==> config.mk <==
export PLATFORM = sky130hd
export DESIGN_NAME = pipeline_hazard_ctrl
export DESIGN_NICKNAME = d
export VERILOG_FILES = /design/src/rtl/pipeline_hazard_ctrl.sv
export SDC_FILE = /design/constraint.sdc
export NUM_CORES = 1
export LEC_CHECK = 0
export CAP_MARGIN = 20
export CORE_MARGIN = 4
export CORE_UTILIZATION = 49
export CTS_CLUSTER_DIAMETER = 100
export DETAILED_ROUTE_END_ITERATION = 8
export PLACE_DENSITY = 0.8
export SYNTH_ARGS = -nofsm -noshare
export SYNTH_HDL_FRONTEND = slang
export SYNTH_SLANG_ARGS = --single-unit
==> constraint.sdc <==
create_clock -name clk -period 2.6 [get_ports clk]
set_input_delay 0.65 -clock clk [delete_from_list [all_inputs] [get_ports clk]]
set_output_delay 0.65 -clock clk [all_outputs]
set_load 0.02 [all_outputs]
==> src/rtl/pipeline_hazard_ctrl.sv <==
// -----------------------------------------------------------------------------
// pipeline_hazard_ctrl
//   Stall/flush sequencer for the 5-stage filter-core pipeline (IF ID EX MEM WB).
//   It drives every pipeline-register enable and flush:
//     - Freezes the whole pipe while a data-memory access is outstanding, and
//       aborts the access after MEM_TIMEOUT waiting cycles.
//     - Squashes wrong-path instructions after a taken branch in EX.
//     - Inserts a one-cycle bubble on a load-use hazard.
//
// Parameters
//   REG_AW       register-index width
//   MEM_TIMEOUT  max cycles in MEMWAIT before abort (1..255)
//   FLUSH_CYC    bubbles injected after a taken branch (1..3)
//
// Ports
//   clk          in   system clock, rising edge
//   rst_n        in   asynchronous active-low reset
//   sel_pc       in   branch taken, resolved in EX
//   ex_is_load   in   EX instruction is a load
//   ex_rd        in   EX destination register
//   id_rs1/2     in   ID source registers
//   id_use_rs1/2 in   ID instruction reads rs1/rs2
//   mem_req      in   MEM stage issues a data-memory access
//   mem_ready    in   data memory completes the access this cycle
//   pc_en, if_id_en, id_ex_en, ex_mem_en    out  register enables
//   if_id_flush, id_ex_flush                out  load NOP into IF/ID, ID/EX
//   mem_err      out  one-cycle pulse after a memory timeout abort
//   stall_cnt    out  saturating count of cycles with pc_en=0
// -----------------------------------------------------------------------------
module pipeline_hazard_ctrl #(
   parameter int REG_AW      = 4,
   parameter int MEM_TIMEOUT = 255,
   parameter int FLUSH_CYC   = 2
) (
   input  logic              clk,
   input  logic              rst_n,
   input  logic              sel_pc,
   input  logic              ex_is_load,
   input  logic [REG_AW-1:0] ex_rd,
   input  logic [REG_AW-1:0] id_rs1,
   input  logic [REG_AW-1:0] id_rs2,
   input  logic              id_use_rs1,
   input  logic              id_use_rs2,
   input  logic              mem_req,
   input  logic              mem_ready,
   output logic              pc_en,
   output logic              if_id_en,
   output logic              id_ex_en,
   output logic              ex_mem_en,
   output logic              if_id_flush,
   output logic              id_ex_flush,
   output logic              mem_err,
   output logic [15:0]       stall_cnt
);

   localparam logic [1:0] ST_RUN     = 2'd0;
   localparam logic [1:0] ST_MEMWAIT = 2'd1;
   localparam logic [1:0] ST_FLUSH   = 2'd2;

   logic [1:0]  state_reg, state_next;
   logic [7:0]  wcnt_reg, wcnt_next;
   logic [1:0]  fcnt_reg, fcnt_next;
   // Set when MEMWAIT was entered from FLUSH: the branch that caused the
   // flush has already been acted on, so it must not be flushed again.
   logic        from_flush_reg, from_flush_next;
   logic        mem_err_reg, mem_err_next;
   logic [15:0] stall_cnt_reg;

   logic pc_en_c, if_id_en_c, id_ex_en_c, ex_mem_en_c;
   logic if_id_flush_c, id_ex_flush_c;

   logic       mem_stall;
   logic [1:0] src_match;
   logic       load_use;

   logic [REG_AW-1:0] id_src [2];
   logic              id_use [2];

   assign id_src[0] = id_rs1;
   assign id_src[1] = id_rs2;
   assign id_use[0] = id_use_rs1;
   assign id_use[1] = id_use_rs2;

   genvar gi;
   generate
      for (gi = 0; gi < 2; gi++) begin : g_src
         assign src_match[gi] = id_use[gi] & (id_src[gi] == ex_rd);
      end
   endgenerate

   assign load_use  = ex_is_load & (|src_match);
   assign mem_stall = mem_req & ~mem_ready;

   always_comb begin
      state_next      = state_reg;
      wcnt_next       = wcnt_reg;
      fcnt_next       = fcnt_reg;
      from_flush_next = from_flush_reg;
      mem_err_next    = 1'b0;
      pc_en_c         = 1'b1;
      if_id_en_c      = 1'b1;
      id_ex_en_c      = 1'b1;
      ex_mem_en_c     = 1'b1;
      if_id_flush_c   = 1'b0;
      id_ex_flush_c   = 1'b0;

      case (state_reg)
         ST_RUN: begin
            if (mem_stall) begin
               // A taken branch stays frozen in EX and is handled on exit.
               pc_en_c         = 1'b0;
               if_id_en_c      = 1'b0;
               id_ex_en_c      = 1'b0;
               ex_mem_en_c     = 1'b0;
               state_next      = ST_MEMWAIT;
               wcnt_next       = 8'd1;
               from_flush_next = 1'b0;
            end else if (sel_pc) begin
               if_id_flush_c = 1'b1;
               id_ex_flush_c = 1'b1;
               if (FLUSH_CYC > 1) begin
                  state_next = ST_FLUSH;
                  fcnt_next  = 2'd1;
               end
            end else if (load_use) begin
               // Hold PC and IF/ID, push a bubble into EX; the load moves on.
               pc_en_c       = 1'b0;
               if_id_en_c    = 1'b0;
               id_ex_flush_c = 1'b1;
            end
         end

         ST_MEMWAIT: begin
            if (mem_ready || (wcnt_reg == 8'(MEM_TIMEOUT))) begin
               // Completion or abort: the pipe advances this cycle, and a
               // branch held in EX during the wait is resolved now.
               mem_err_next = ~mem_ready;
               state_next   = ST_RUN;
               if (sel_pc && !from_flush_reg) begin
                  if_id_flush_c = 1'b1;
                  id_ex_flush_c = 1'b1;
                  if (FLUSH_CYC > 1) begin
                     state_next = ST_FLUSH;
                     fcnt_next  = 2'd1;
                  end
               end
            end else begin
               pc_en_c     = 1'b0;
               if_id_en_c  = 1'b0;
               id_ex_en_c  = 1'b0;
               ex_mem_en_c = 1'b0;
               wcnt_next   = wcnt_reg + 8'd1;
            end
         end

         ST_FLUSH: begin
            if (mem_stall) begin
               pc_en_c         = 1'b0;
               if_id_en_c      = 1'b0;
               id_ex_en_c      = 1'b0;
               ex_mem_en_c     = 1'b0;
               state_next      = ST_MEMWAIT;
               wcnt_next       = 8'd1;
               from_flush_next = 1'b1;
            end else begin
               if_id_flush_c = 1'b1;
               if (fcnt_reg == 2'(FLUSH_CYC - 1)) begin
                  state_next = ST_RUN;
               end else begin
                  fcnt_next = fcnt_reg + 2'd1;
               end
            end
         end

         default: begin
            state_next = ST_RUN;
         end
      endcase
   end

   always_ff @(posedge clk or negedge rst_n) begin
      if (!rst_n) begin
         state_reg      <= ST_RUN;
         wcnt_reg       <= 8'd0;
         fcnt_reg       <= 2'd0;
         from_flush_reg <= 1'b0;
         mem_err_reg    <= 1'b0;
         stall_cnt_reg  <= 16'd0;
      end else begin
         state_reg      <= state_next;
         wcnt_reg       <= wcnt_next;
         fcnt_reg       <= fcnt_next;
         from_flush_reg <= from_flush_next;
         mem_err_reg    <= mem_err_next;
         if (!pc_en_c && (stall_cnt_reg != 16'hFFFF)) begin
            stall_cnt_reg <= stall_cnt_reg + 16'd1;
         end
      end
   end

   // While reset is held the pipe must run freely regardless of inputs.
   assign pc_en       = ~rst_n | pc_en_c;
   assign if_id_en    = ~rst_n | if_id_en_c;
   assign id_ex_en    = ~rst_n | id_ex_en_c;
   assign ex_mem_en   = ~rst_n | ex_mem_en_c;
   assign if_id_flush = rst_n & if_id_flush_c;
   assign id_ex_flush = rst_n & id_ex_flush_c;
   assign mem_err     = mem_err_reg;
   assign stall_cnt   = stall_cnt_reg;

endmodule

==> results of run 1 <==
[final timing paths]
path / end / slack, ns / cells after the start
setup / recovery: pc_en / 0.06 / 8
hold / removal: stall_cnt[10] / 0.49 / 1
setup reg to reg: stall_cnt[1] / 0.62 / 7
hold reg to reg: stall_cnt[10] / 0.49 / 1
max in group asynchronous: wcnt_reg[7] / 1.42 / 2
min in group asynchronous: from_flush_reg / 0.90 / 2
[metal layers]
metal	part of all wire, %	global-route usage [%]	vias to the layer above	wire, um
li1	-	-	733	-
met1	42	24.7	728	1760
met2	51	36.2	42	2160
met3	5.8	5.91	7	244
met4	1.7	6.95	0	70
met5	0	0	-	0
[power groups by stage]
stage                     clock network [W]  registers (W)  logic (W)
after floorplan                           0       0.000707   0.000379
after CTS                          0.000599       0.000675   0.000696
final                              0.000586       0.000676   0.000701
after global routing               0.000617       0.000692   0.000762
after global placement                    0       0.000673   0.000676
after detailed placement                  0       0.000680   0.000697
[stage by stage]
step | cell area (um2) | power (W)
finish | 2510 | 0.00196
global route | 2510 | 0.00207
CTS | 2470 | 0.00197
detailed placement | 2350 | 0.00138
global placement | 2350 | 0.00135
floorplan | 1790 | 0.00109
[layout make-up]
type	instances	area share [%]
clock buffers	6	3.29
clock inverters	2	2.39
inverters	3	0.448
multi-input cells	138	39.6
flip-flops and latches	30	29.9
well taps	46	2.29
repair buffers	63	22.1
[placed cells by master (no fill, tap or decap), drive strengths merged, types with 3 or more instances in the layout]
cell and n:
and3 4, nor2b 4, xnor2 9, nor3b 4
clkdlybuf4s15 6, nand4 5, clkbuf 8, o21ai 4
dlymetal6s2s 4, xor2 17, dlygate4sd2 4, nand2b 6
inv 3, ha 3, nor3 9, dfrtp 30
buf 27, nand3 13, a21oi 6, clkdlybuf4s50 20
nor2 18, nand2 21
[timing repair]
action / 4_1_cts / 5_1_grt
setup endpoints to repair: 6 / 6
pin swaps: 10 / 10
buffers inserted: 1 / 2
resized for setup: 43 / 15
[kinds of logic after synthesis]
group,after synthesis,synth area share [%]
fa+ha+maj,3,2.10
xor+xnor,26,12.7
mux,4,2.38
simple gates,91,31.8
flops,30,42.0
buf+inv,9,3.64
compound gates,14,5.39
==> results.py, run 1 <==
metrics = {
    "place": {
        "place_congestion": 0.824,
        "place_inst": 277,
        "dp_slack_ns": -0.563,
        "hpwl_um": 3100,
        "port_buffers": 42,
    },
    "detailed_routing": {
        "final_antenna_net_count": 0,
        "wl_per_cell_um": 14.7,
        "drt_iter0_markers": 41,
        "drt-total-wl_um": 4230,
        "first_pass_iters": 4,
        "drc": 0,
        "num_vias": 1510,
        "vias_per_cell": 5.24,
    },
    "synth": {
        "synth_top_area_share_pct": 42.0,
        "ys_types": 38,
        "synth_edf_count": 0,
        "synthFlopType": "dfrtp_1",
        "synth_most_common_cell": "dfrtp_1",
        "synth_common_cells": "dfrtp_1 (30), nand2_1 (19), nor2_1 (17), xor2_1 (17), nand3_1 (13)",
        "syn_nets": 200,
        "ys_seq_area_share_pct": 42.0,
        "ys_top_cells_by_area": "dfrtp_1 (42%), xor2_1 (8.3%), nor3_2 (4.5%)",
        "async_flop_share_pct": 100,
        "syn_avg_cell_area_um2": 10.1,
        "syn_area_mm2": 0.00179,
        "synth_area_leader_cell": "dfrtp_1",
        "yosys_warnings": 0,
        "netlist_instances": 177,
        "synth-seq-cells": 30,
    },
    "pwr": {
        "switchingPower_w": 0.000655,
        "p_int_w": 0.00131,
        "powerDensity_mw_per_mm2": 782,
        "p_leak_nw": 1.20,
        "peakVddDrop_mv": 0.551,
        "swShare_pct": 33.4,
        "combPwrFrac_pct": 35.7,
        "clkPwrFrac_pct": 29.8,
        "seq_power_share_pct": 34.5,
    },
    "setup_path": {
        "crit_type": "input pin to primary output",
        "critPathTopFamily": "buffers and inverters",
        "critPathMaxFanout": 2,
        "cp-startpoint": "id_rs2[2]",
        "critPathCaptureType": "primary output",
        "path_buf_inv": 3,
        "r2r-start": "stall_cnt[0]",
        "cpMaxStageDelayCell": "dlygate4sd2_1",
        "worst_setup_path_start_kind": "input pin",
        "max_stage_delay_ns": 0.24,
        "cp.required_ns": 1.95,
        "worstPathCellList": "dlygate4sd2_1, xnor2_1, nand3_1, o22ai_2, buf_4, a21boi_4, nand3b_1, buf_6",
        "arrival_ns": 1.89,
    },
    "global_routing": {
        "grt_start_max_net_pins": 23,
        "grt_overflow_total": 0,
        "grt_pass1_wl_um": 7250,
        "track_usage_pct": 21.0,
        "first_global_vias": 1584,
        "antenna_found_initial": 0,
    },
    "clock_tree": {
        "hold_buffers": 0,
        "clock_latency_ns": 0.28,
        "path_clk_slew_ns": 0.06,
        "cts.sinks": 30,
        "cts_made_buffers": 5,
        "cts_tree": "done",
        "cts_buffer_depth": 2,
        "root_buffer": "clkbuf_8",
        "cts_max_level": 2,
    },
    "timing": {
        "tightest_slew_ns": 0.390,
        "fin_tns_setup_ns": 0,
        "hold_ws_ns": 0.491,
        "finalHoldViolCount": 0,
        "drv_slew": 0,
        "clock_skew_ns": 0.00205,
        "setup_violations": 0,
        "finalCriticalPeriod_ns": 2.54,
        "slew_headroom_pct": 74.0,
        "finalWorstSetupSlack_ns": 0.0635,
        "fmax_mhz": 394,
        "post-route-period-util_pct": 97.6,
    },
    "final_layout": {
        "fillers": 236,
        "area_growth_pct": 40.4,
        "stdcell_count": 288,
        "multiInputGateArea_um2": 993,
        "diodes": 0,
        "seqCellArea_um2": 751,
        "drive_gt1_share_pct": 24.8,
        "final_core_util_pct": 73.0,
        "nets": 264,
        "largest_register_ffs": 16,
    },
    "die": {
        "num_io_pins": 43,
        "die_x_um": 68.4,
        "start_util_pct": 51.9,
        "die_y_um": 68.4,
        "row_count": 21,
        "die-area_mm2": 0.00468,
        "core_area_mm2": 0.00344,
    },
    "hold_path": {
        "hold_path_class": "register to register",
        "min-delay-start": "stall_cnt[10]",
    },
    "job": {
        "drv_cap": 0,
    },
    "outcome": {
        "status": "complete, no violations",
    },
}
(Power assumes the default switching activity.)
==> run 2: changes to the inputs <==
--- a/config.mk
+++ b/config.mk
@@ -9,8 +9,10 @@
 export CORE_MARGIN = 4
 export CORE_UTILIZATION = 49
 export CTS_CLUSTER_DIAMETER = 100
+export CTS_CLUSTER_SIZE = 24
 export DETAILED_ROUTE_END_ITERATION = 8
 export PLACE_DENSITY = 0.8
 export SYNTH_ARGS = -nofsm -noshare
 export SYNTH_HDL_FRONTEND = slang
 export SYNTH_SLANG_ARGS = --single-unit
+export TNS_END_PERCENT = 5
==> constraint.sdc (replaced) <==
create_clock -name clk -period 2.5 [get_ports clk]
set_input_delay 0.625 -clock clk [delete_from_list [all_inputs] [get_ports clk]]
set_output_delay 0.625 -clock clk [all_outputs]
set_load 0.02 [all_outputs]
==> run 2 against run 1 <==
Against the previous run: sequential power grew 5.2%; highest routed layer unchanged; power shrank 1.7%; routed wire length grew 1.9%; clock skew grew 0.0070 ns; first-iteration DRC count grew 63%.
==> results.py, run 2 (synthesized netlist as in run 1, its figures left out) <==
metrics = {
    "pwr": {
        "combPwrFrac_pct": 41.7,
        "seq_power_share_pct": 36.8,
        "clkPwrFrac_pct": 21.5,
        "powerDensity_mw_per_mm2": 761,
        "peakVddDrop_mv": 0.481,
        "p_leak_nw": 1.18,
        "p_int_w": 0.00121,
        "switchingPower_w": 0.000723,
        "swShare_pct": 37.5,
        "finalPower_w": 0.00193,
    },
    "hold_path": {
        "hold_path_class": "register to register",
    },
    "clock_tree": {
        "cts_buffer_depth": 2,
        "cts_max_level": 2,
        "clock_latency_ns": 0.29,
        "root_buffer": "clkbuf_8",
        "cts_made_buffers": 5,
        "path_clk_slew_ns": 0.07,
        "cts.sinks": 30,
        "hold_buffers": 0,
        "cts_tree": "done",
    },
    "die": {
        "die_y_um": 68.4,
        "num_io_pins": 43,
        "die-area_mm2": 0.00468,
        "start_util_pct": 51.9,
        "core_area_mm2": 0.00344,
        "row_count": 21,
        "die_x_um": 68.4,
    },
    "timing": {
        "grt_setup_unrepaired": "yes",
        "setup_violations": 0,
        "finalCriticalPeriod_ns": 2.44,
        "drv_slew": 0,
        "clock_skew_ns": 0.00901,
        "post-route-period-util_pct": 97.7,
        "tightest_slew_ns": 0.365,
        "fmax_mhz": 410,
        "finalHoldViolCount": 0,
        "slew_headroom_pct": 75.4,
    },
    "detailed_routing": {
        "drc": 0,
        "vias_per_cell": 5.22,
        "wl_per_cell_um": 14.7,
        "drt-total-wl_um": 4310,
        "drt_iter0_markers": 67,
        "first_pass_iters": 4,
        "final_antenna_net_count": 0,
        "num_vias": 1529,
    },
    "final_layout": {
        "nets": 269,
        "fillers": 257,
        "layout_commonest_cell": "dfrtp_1",
        "drive_gt1_share_pct": 27.9,
        "layout.cells.most_common_list": "dfrtp_1 (30), buf_4 (27), clkdlybuf4s50_1 (21)",
        "seqCellArea_um2": 751,
        "multiInputGateArea_mm2": 0.00102,
        "largest_register_ffs": 16,
        "area_growth_pct": 41.8,
        "final_core_util_pct": 73.7,
        "diodes": 0,
    },
    "global_routing": {
        "track_usage_pct": 20.6,
        "grt_start_max_net_pins": 18,
        "antenna_found_initial": 0,
        "first_global_vias": 1639,
        "grt_overflow_total": 0,
        "grt_pass1_wl_um": 7180,
    },
    "outcome": {
        "status": "complete, no violations",
    },
    "place": {
        "port_buffers": 42,
        "place_congestion": 0.847,
        "hpwl_um": 3240,
    },
    "setup_path": {
        "path_buf_inv": 2,
        "worst_setup_path_start_kind": "input pin",
        "arrival_ns": 1.82,
        "max_stage_delay_ns": 0.26,
        "worstPathCellList": "dlygate4sd2_1, xnor2_1, nand3_1, o22ai_2, a21boi_4, nand3b_1, buf_6",
        "critPathCaptureType": "primary output",
        "critPathMaxFanout": 2,
        "crit_type": "input pin to primary output",
        "critPathTopFamily": "buffers and inverters",
        "cpMaxStageDelayCell": "dlygate4sd2_1",
        "cp.required_ns": 1.88,
    },
    "job": {
        "drv_cap": 0,
    },
}
run 2: area by class of cell:
type | count | area share [%]
Clock buffer | 6 | 3.26
Clock inverter | 2 | 0.493
Inverter | 3 | 0.444
Multi-Input combinational cell | 138 | 40.4
Sequential cell | 30 | 29.6
Tap cell | 46 | 2.27
Timing Repair Buffer | 68 | 23.5
run 2: timing repair:
action	CTS	global route
endpoints found under the setup margin	6	4
gates resized for setup	46	13
setup buffers	0	2
pin swaps	13	8
run 2: worst paths after layout:
path | cells past startpoint | slack [ns] | from | endpoint
setup / recovery | 7 | 0.06 | ex_rd[0] | if_id_en
hold / removal | 1 | 0.49 | stall_cnt[10] | stall_cnt[10]
setup reg to reg | 7 | 0.55 | stall_cnt[0] | stall_cnt[1]
hold reg to reg | 1 | 0.49 | stall_cnt[10] | stall_cnt[10]
max in group asynchronous | 3 | 1.45 | rst_n | stall_cnt[1]
min in group asynchronous | 2 | 0.65 | rst_n | wcnt_reg[1]
run 2: metrics by stage:
step                      cell area, um2  setup slack, ns  instances  setup TNS (ns)  hold WS (ns)
final                               2540           0.0582        293               0         0.492
after global routing                2540         -0.00766        293         -0.0134         0.520
after CTS                           2480           0.0134        291               0         0.498
after detailed placement            2400           -0.614        283           -2.98         0.487
after global placement              2400           -0.560        283           -2.76         0.465
after floorplan                     1790           0.0228        177               0         0.329
run 2: power groups by stage:
stage | registers (W) | logic (W) | clock network (W)
finish | 0.000711 | 0.000804 | 0.000415
global route | 0.000722 | 0.000880 | 0.000447
CTS | 0.000697 | 0.000767 | 0.000422
global placement | 0.000695 | 0.000741 | 0
floorplan | 0.000735 | 0.000394 | 0
detailed placement | 0.000703 | 0.000770 | 0
run 2: per-layer routing:
layer / up-vias / GRT usage [%] / part of all wire, % / wire length (um)
met5: - / 0 / 0 / 0
met4: 0 / 8.44 / 2.3 / 99
met3: 7 / 5.42 / 5.4 / 234
met2: 41 / 36.4 / 50 / 2140
met1: 738 / 23.3 / 43 / 1840
li1: 743 / - / - / -
==> run 3: changes to the inputs <==
==> constraint.sdc (replaced) <==
create_clock -name clk -period 2.5 [get_ports clk]
set_input_delay 0.5 -clock clk [delete_from_list [all_inputs] [get_ports clk]]
set_output_delay 0.5 -clock clk [all_outputs]
set_load 0.1 [all_outputs]
==> run 3 against run 2 <==
Against the previous run: routed wire length increased by 3.7%; sequential share of layout area is the same; highest routed layer unchanged; critical path type unchanged; sequential power increased by 1%; non-clock buffer count decreased by 9; clock skew shrank 0.0067 ns; final cell count decreased by 3.1%; clock power rose by 18%; final area unchanged; largest cell class unchanged; core utilization unchanged; register-to-register slack worse by 0.04 ns; fmax is 0.12% higher; global-route usage increased by 0.78 points.
==> results.py, run 3 (synthesized netlist as in run 1, its figures left out) <==
metrics = {
    "timing": {
        "setup_violations": 0,
        "fmax_mhz": 410,
        "clock_skew_ns": 0.00226,
        "slew_headroom_pct": 73.8,
        "finalHoldViolCount": 0,
        "tightest_slew_ns": 0.394,
        "post-route-period-util_pct": 97.6,
        "drv_slew": 0,
        "finalCriticalPeriod_ns": 2.44,
    },
    "outcome": {
        "status": "complete, no violations",
    },
    "final_layout": {
        "multiInputGateArea_mm2": 0.00103,
        "final_core_util_pct": 73.7,
        "seqCellArea_um2": 751,
        "layout_commonest_cell": "buf_4",
        "diodes": 0,
        "largest_register_ffs": 16,
        "drive_gt1_share_pct": 32.8,
        "fillers": 227,
        "nets": 260,
        "area_growth_pct": 41.8,
        "layout.cells.most_common_list": "buf_4 (33), dfrtp_1 (30), nand2_1 (18)",
    },
    "setup_path": {
        "cp.required_ns": 2.00,
        "worst_setup_path_start_kind": "input pin",
        "critPathCaptureType": "primary output",
        "crit_type": "input pin to primary output",
        "arrival_ns": 1.94,
        "critPathMaxFanout": 3,
        "ff2ff_path_depth": 7,
    },
    "global_routing": {
        "grt_pass1_wl_um": 7330,
        "antenna_found_initial": 0,
        "grt_overflow_total": 0,
        "grt_start_max_net_pins": 24,
        "first_global_vias": 1574,
        "track_usage_pct": 21.4,
    },
    "clock_tree": {
        "cts_max_level": 2,
        "cts_made_buffers": 5,
        "hold_buffers": 0,
        "cts.sinks": 30,
        "clock_latency_ns": 0.29,
        "root_buffer": "clkbuf_8",
        "path_clk_slew_ns": 0.07,
        "cts_tree": "done",
        "cts_buffer_depth": 2,
    },
    "place": {
        "port_buffers": 42,
        "hpwl_um": 3250,
        "place_congestion": 0.829,
    },
    "detailed_routing": {
        "drt_iter0_markers": 41,
        "drc": 0,
        "num_vias": 1517,
        "first_pass_iters": 4,
        "wl_per_cell_um": 15.7,
        "final_antenna_net_count": 0,
        "vias_per_cell": 5.34,
        "drt-total-wl_um": 4470,
    },
    "die": {
        "row_count": 21,
        "core_area_mm2": 0.00344,
        "die_y_um": 68.4,
        "num_io_pins": 43,
        "die_x_um": 68.4,
        "start_util_pct": 51.9,
        "die-area_mm2": 0.00468,
    },
    "pwr": {
        "finalPower_w": 0.00242,
        "p_leak_nw": 1.24,
        "powerDensity_mw_per_mm2": 952,
        "peakVddDrop_mv": 0.994,
    },
    "job": {
        "drv_cap": 0,
    },
    "hold_path": {
        "hold_path_class": "input pin to asynchronous set/reset pin",
    },
}
[run 3: cell types whose count changed in the layout (fill, tap and decap cells not counted), sizes merged]
cell and change:
clkdlybuf4s50 -15, buf +8, dlygate4sd2 -6, dlymetal6s2s +5, clkbuf -2, bufinv +1, clkinv +1, clkinvlp -1
[run 3: report_power, final]
group,switching [W],internal (W),leakage [nW]
Clock,0.000197,0.000293,0.0579
Combinational,0.000825,0.000383,0.791
Sequential,0.000135,0.000583,0.389
[run 3: metrics by stage]
| step | std cells | setup TNS (ns) | hold WS [ns] | worst slack [ns] | instance area [um2] |
|---|---|---|---|---|---|
| 4_1_cts | 281 | -0.0218 | 0.487 | -0.0113 | 2440 |
| 5_1_grt | 284 | -0.101 | 0.513 | -0.0596 | 2540 |
| 3_5_place_dp | 272 | -0.211 | 0.482 | -0.0737 | 2330 |
| 6_report | 284 | 0 | 0.496 | 0.0612 | 2540 |
| 2_1_floorplan | 177 | -1.81 | 0.204 | -0.543 | 1790 |
| 3_3_place_gp | 272 | -0.0802 | 0.465 | -0.0318 | 2330 |
[run 3: timing repair]
item,in CTS,in global routing
setup buffers,1,3
pin swaps,5,12
resized for setup,10,18
endpoints found under the setup margin,6,6
[run 3: layout make-up]
class | count | share of cell area [%]
clock buffers | 5 | 2.71
clock inverters | 3 | 1.58
inverters | 3 | 0.444
multi-input cells | 138 | 40.7
flip-flops and latches | 30 | 29.6
well taps | 46 | 2.27
repair buffers | 59 | 22.7
[run 3: path summary, 6_finish.rpt]
path,slack [ns],startpoint,endpoint
max,0.06,mem_req,id_ex_flush
min,0.50,rst_n,wcnt_reg[1]
max reg2reg,0.51,state_reg[1],stall_cnt[1]
min reg2reg,0.50,stall_cnt[10],stall_cnt[10]
max in group asynchronous,1.37,rst_n,stall_cnt[4]
min in group clk,0.50,stall_cnt[10],stall_cnt[10]
[run 3: critical path: stages]
cell             delay [ns]
clkdlybuf4s50_1        0.45
nor2b_4                0.16
buf_4                  0.13
nand2b_1               0.12
nand3_2                0.16
a21oi_2                0.22
buf_12                 0.20
[run 3: routing by layer]
layer / vias up / track usage [%] / share of wire (%)
li1: 724 / - / -
met1: 725 / 24.1 / 38
met2: 57 / 36.1 / 51
met3: 11 / 5.42 / 7.8
met4: 0 / 12.7 / 3.3
met5: - / 0 / 0
